### src/rtl/ff_if.sv
// Serial pattern detector interface.
//   x          serial data bit, driven by the bit source (master)
//   y          one-cycle match flag, driven by the detector (slave)
//   match_cnt  saturating match count, present only with FF_MATCH_CNT_EN
// Macro: FF_MATCH_CNT_EN adds match_cnt to the bundle and to both modports.
interface ff_if #(
    parameter int CNT_W = 8
);
    logic x;
    logic y;
`ifdef FF_MATCH_CNT_EN
    logic [CNT_W-1:0] match_cnt;

    modport master (output x, input y, input match_cnt);
    modport slave  (input x, output y, output match_cnt);
`else
    modport master (output x, input y);
    modport slave  (input x, output y);
`endif
endinterface

### src/rtl/ff.sv
// Moore FSM detecting the serial pattern 1-0-1-0-1 on bus.x, one bit per
// rising clk edge. bus.y is high for exactly one cycle in the state that
// follows a completed match and is decoded from the state register only.
//
// Ports:
//   clk   clock, all state updates on the rising edge
//   nrst  asynchronous active-low reset
//   bus   ff_if.slave: x in, y out (match_cnt out with FF_MATCH_CNT_EN)
// Parameters:
//   OVERLAP  1: tail "1010" of a match seeds the next; 0: restart after match
//   CNT_W    width of the optional saturating match counter
// Macro: FF_MATCH_CNT_EN enables bus.match_cnt and its counter.
//
// state | meaning (prefix matched)
// S0    | nothing
// S1    | "1"
// S2    | "10"
// S3    | "101"
// S4    | "1010"
// S5    | "10101" - match, y high
module ff #(
    parameter bit OVERLAP = 1'b1,
    parameter int CNT_W   = 8
) (
    input  logic clk,
    input  logic nrst,
    ff_if.slave  bus
);

    if (CNT_W < 1) begin : g_bad_cnt_w
        $error("ff: CNT_W must be at least 1");
    end

    typedef enum logic [2:0] {
        S0 = 3'd0,
        S1 = 3'd1,
        S2 = 3'd2,
        S3 = 3'd3,
        S4 = 3'd4,
        S5 = 3'd5
    } state_t;

    state_t state;
    state_t state_nxt;

    always_ff @(posedge clk or negedge nrst) begin
        if (!nrst) begin
            state <= S0;
        end else begin
            state <= state_nxt;
        end
    end

    always_comb begin
        state_nxt = S0;
        case (state)
            S0: state_nxt = bus.x ? S1 : S0;
            S1: state_nxt = bus.x ? S1 : S2;
            S2: state_nxt = bus.x ? S3 : S0;
            S3: state_nxt = bus.x ? S1 : S4;
            S4: state_nxt = bus.x ? S5 : S0;
            // After a match the trailing "1010" is only reusable with OVERLAP.
            S5: state_nxt = bus.x ? S1 : (OVERLAP ? S4 : S0);
            // Unused encodings recover to idle.
            default: state_nxt = S0;
        endcase
    end

    assign bus.y = (state == S5);

`ifdef FF_MATCH_CNT_EN
    logic [CNT_W-1:0] cnt;

    // Counts on the edge that enters S5, so it moves together with y.
    always_ff @(posedge clk or negedge nrst) begin
        if (!nrst) begin
            cnt <= '0;
        end else if ((state_nxt == S5) && (cnt != {CNT_W{1'b1}})) begin
            cnt <= cnt + CNT_W'(1);
        end
    end

    assign bus.match_cnt = cnt;
`endif

endmodule

### src/flat_wrapper.sv
// flat-port wrapper written by rule: the top's interface ports become plain ports
module ff_flat 
#(
    parameter bit OVERLAP = 1'b1,
    parameter int CNT_W   = 8
)
  (clk, nrst, bus_x, bus_y);
  ff_if #(.CNT_W(CNT_W)) bus_i ();
  input  logic clk;
  input  logic nrst;
  input wire logic [$bits(bus_i.x)-1:0] bus_x;
  output wire logic [$bits(bus_i.y)-1:0] bus_y;
  assign bus_i.x = bus_x;
  assign bus_y = bus_i.y;
  ff #(.OVERLAP(OVERLAP), .CNT_W(CNT_W)) u_core (.clk(clk), .nrst(nrst), .bus(bus_i));
endmodule
### config.mk
export PLATFORM = sky130hd
export DESIGN_NAME = ff_flat
export DESIGN_NICKNAME = d
export VERILOG_FILES = /design/src/rtl/ff_if.sv /design/src/rtl/ff.sv /design/src/flat_wrapper.sv
export SDC_FILE = /design/constraint.sdc
export NUM_CORES = 1
export LEC_CHECK = 0
export ABC_AREA = 1
export ABC_CLOCK_PERIOD_IN_PS = 1320
export BUFFER_PORTS_ARGS = -buffer_cell sky130_fd_sc_hd__clkbuf_2
export CAP_MARGIN = 20
export CORE_AREA = 8 8 45 47
export DETAILED_ROUTE_END_ITERATION = 12
export DIE_AREA = 0 0 53 55
export MAX_ROUTING_LAYER = met4
export PLACE_DENSITY = 0.3
export RECOVER_POWER = 100
export SYNTH_ARGS = -nofsm -noshare
export SYNTH_HDL_FRONTEND = slang
export SYNTH_SLANG_ARGS = --single-unit
### constraint.sdc
create_clock -name clk -period 1.32 [get_ports clk]
set_input_delay 0.198 -clock clk [delete_from_list [all_inputs] [get_ports clk]]
set_output_delay 0.198 -clock clk [all_outputs]
set_load 0.01 [all_outputs]
# Word-level counts from Yosys, hierarchy flattened
# Cells that the tools add are included.
[totals]
regBits = 3
input_bits = 3
output_inout_bits = 1
elab_cells = 14
[op_classes]
eq_ne = 5
mux = 6
n_reduce_logical = 2
[ops]
columns = ["operator", "n"]
rows = [
  ["one-hot mux 3 bit (5 select lines)", 1],
  ["equality test 3 x 2 -> 1 bit, second input constant", 2],
  ["equality test 3 bit, second input constant", 2],
  ["2-to-1 mux 3 bit", 2],
  ["2-to-1 mux 2 bit", 2],
  ["equality test 3 x 1 -> 1 bit, second input constant", 1],
  ["zero test 3 bit", 1],
  ["OR reduction 2 bit", 1],
  ["2-to-1 mux 1 bit", 1],
]

# Longest topological paths before layout
[logic_depth]
ltp_word = 3
depth_mapped = 5
ltp_nobuf = 5

# Worst setup path before layout
# Ideal clock, no wire load.
[synth_timing]
kind = "flip-flop to output port"
from = "register u_core.state[1]"
to = "output bus_y"
arrival_time_ns = 0.668
required_time_ns = 1.122
setup_slack_ns = 0.454
stages_incl_launch_ff = 4
n_path_buf = 0
path_cell_list = "dfrtp_1 inv_2 nand2_2 nor2_1"
[synth_between]
elab_chain_cells = 1
[synth_lines]
columns = ["element", "line", "text"]
rows = [
  ["from (decl)", "ff.sv:43", "state_t state;"],
  ["from (signal assigned)", "ff.sv:50", "state <= state_nxt;"],
  ["equality test 3 bit", "ff.sv:69", "assign bus.y = (state == S5);"],
  ["to (decl)", "flat_wrapper.sv:12", "output wire logic [$bits(bus_i.y)-1:0] bus_y;"],
]
# No other way between the ends.

# Worst setup path in the final report
# Same ends and word-level chain as after synthesis.

==> key figures <==
Status
  • Status: finished clean

Timing
  • TNS Setup: 0 ns
  • Peak Freq: 0.8290 GHz
  • Slew Viols, Final: 0
  • Post-layout min period: 1.206 ns
  • Part of the cycle the worst path needs: 0.9139
  • Rel. slew slack: 0.8976
  • Final Hold Viols: 0
  • Final setup violation count: 0
  • Worst-Margin Slew: 0.1536 ns
  • RSZ-0062 raised after global routing: no
  • Final worst clock skew: 0.001982 ns

Global route
  • First-pass GRT wire length: 565 um
  • Initial antenna violation count: 0
  • Largest net degree at the start of global routing: 6
  • Vias in the first global route: 153
  • Total Routing Usage GR: 0.03158
  • Overflow after GRT: 0

Clock network
  • Total CTS buffers: 3
  • Setup Fix Bufs, Post-CTS: 0
  • Clk sinks: 3
  • CTS tree: done
  • H-Tree Depth: 1
  • Maximum clock path buffer count: 2
  • Reg clk slew, reported paths: 0.04 ns
  • Root buffer cell: clkbuf_4
  • Worst skew pair latency: 0.23 ns

Logic synthesis
  • Syn Nets: 22
  • Synth cell types: 9
  • Post-synthesis sequential area ratio: 0.5128
  • Ys Warns: 0
  • Register bit total from synthesis: 3
  • Mapped Cells: 19
  • Synth Cell Area: 146.4 um2
  • Syn Area/Cell: 7.705 um2

Drt
  • Routed vias: 139
  • Drt drc: 0
  • Iter 0 DRT Violations: 2
  • Avg WL per Cell: 7.186 um
  • Routed Antenna Nets: 0
  • Drt pass-1 iters: 2
  • Vias per inst: 3.233
  • Final WL: 309 um

Power and ir drop
  • Sequential share of power: 0.367
  • Gate power share: 0.123
  • Power Internal: 0.0002324 W
  • NetSw: 0.00008155 W
  • PwrDens: 1459 nW/um2
  • Max VDD drop: 0.3583 mV
  • Leakage: 0.1046 nW
  • Clock network fraction of total power: 0.510
  • Sw Ratio: 0.2597

Setup path
  • Crit end category: primary output
  • Crit Path Class: reg2out
  • Worst setup path endpoint: bus_y
  • Data required time of the worst path: 1.12 ns
  • RR Startpoint: u_core.state[0]$_DFF_PN0_
  • CP Max Fanout: 4
  • CP startpoint: u_core.state[1]$_DFF_PN0_
  • Signal arrival time at the worst endpoint: 1.01 ns
  • CP startpoint kind: flop
  • Reg2Reg Depth: 3
  • R2R Path End: u_core.state[1]$_DFF_PN0_
  • Reg-to-reg slack, setup: 0.53 ns

Layout
  • Layout area overhead: 47.01%
  • Max reg flops: 3
  • Non-Filler Instances: 43
  • Share of layout cells above drive strength 1: 0.2222
  • Top Registers: u_core.state x3
  • Nets@finish: 31
  • Antenna Diode Count: 0
  • Largest register by flop count: u_core.state

Placed design
  • Routability cong.: 0.6198
  • Post-placement cell count: 38
  • Number of port buffers: 3
  • Post-DP HPWL: 234.8 um

Min path
  • HP Class: in2reg
  • Hold Crit Start: bus_x

Die
  • Site Rows: 14
  • Die X: 53 um
  • Initial core utilization: 0.1058
  • Die Area: 2915 um2
  • Io pins: 4
  • Die Span Y: 55 um
  • CORE AREA: 1384 um2

Run
  • MaxCap Viol Count: 0
-- final cells by class --
class	count	area [um2]
Sequential cell	3	75.07
Clock buffer	4	26.28
Tap cell	16	20.02
Fill cell	154	1169
Inverter	4	15.01
Timing Repair Buffer	4	22.52
Multi-Input combinational cell	12	56.30
-- layer usage --
metal  GRT usage  vias up  part of all wire
met3     0.02674        0              0.13
met2     0.02734        4              0.36
met4     0.05172        0                 0
met5           -        -                 0
li1            -       76                 -
met1     0.03053       59              0.50
-- power groups by stage --
stage | Combinational [W] | Clock, W | Sequential (W)
finish | 0.0000385 | 0.000160 | 0.000115
global placement | 0.0000367 | 0 | 0.000116
CTS | 0.0000405 | 0.000171 | 0.000115
global route | 0.0000448 | 0.000184 | 0.000117
detailed placement | 0.0000381 | 0 | 0.000117
floorplan | 0.0000265 | 0 | 0.000114
-- per-stage QoR --
stage | hold slack (ns) | util | total power (W) | cell area, um2 | worst slack [ns]
final | 0.2531 | 0.1555 | 0.0003140 | 215.2 | 0.1137
after floorplan | -0.09759 | - | 0.0001406 | 146.4 | 0.4540
after global routing | 0.2566 | 0.1555 | 0.0003461 | 215.2 | 0.02310
after global placement | -0.007146 | 0.1311 | 0.0001525 | 181.4 | 0.3925
after detailed placement | -0.003537 | 0.1311 | 0.0001547 | 181.4 | 0.3723
after CTS | 0.2379 | 0.1573 | 0.0003269 | 217.7 | 0.1152
-- cells by family (layout without fill, tap and decap cells) --
group	Yosys count	in the layout	synth area share
buf+inv	4	12	0.1025
compound gates	2	2	0.06838
flops	3	3	0.5128
simple gates	10	10	0.3162
-- cells in the final DEF, fill, tap and decap left out --
cell | Yosys | routed
clkbuf_1 | 0 | 3
inv_1 | 3 | 3
nor2_1 | 1 | 1
nand3_1 | 3 | 3
clkbuf_2 | 0 | 1
dfrtp_1 | 3 | 3
clkbuf_4 | 0 | 3
nand2_2 | 1 | 1
nand4_1 | 1 | 1
a21oi_1 | 2 | 2
inv_2 | 1 | 1
nand2_1 | 4 | 4
dlygate4sd3_1 | 0 | 1
-- synth_stat cells --
master   number  area share
inv_2         1       0.026
nand2_1       4        0.10
dfrtp_1       3        0.51
nand3_1       3        0.10
a21oi_1       2       0.068
inv_1         3       0.077
nand2_2       1       0.043
nand4_1       1       0.043
nor2_1        1       0.026
-- worst min-delay path by stage --
stage / depth (start not counted) / end
after global placement: 1 / u_core.state[2]$_DFF_PN0_
final: 3 / u_core.state[0]$_DFF_PN0_
after floorplan: 0 / u_core.state[0]$_DFF_PN0_
after CTS: 3 / u_core.state[0]$_DFF_PN0_
after detailed placement: 1 / u_core.state[1]$_DFF_PN0_
after global routing: 3 / u_core.state[0]$_DFF_PN0_
-- critical path: stages (launching register included) --
cell      delay [ns]
dfrtp_1         0.40
inv_2           0.08
nand2_2         0.05
nor2_1          0.09
clkbuf_1        0.16
-- repair_timing --
action	in CTS	in global routing
endpoints found under the hold margin	3	0
resized for setup	0	0
hold buffers	1	0
(Power assumes the default switching activity.)
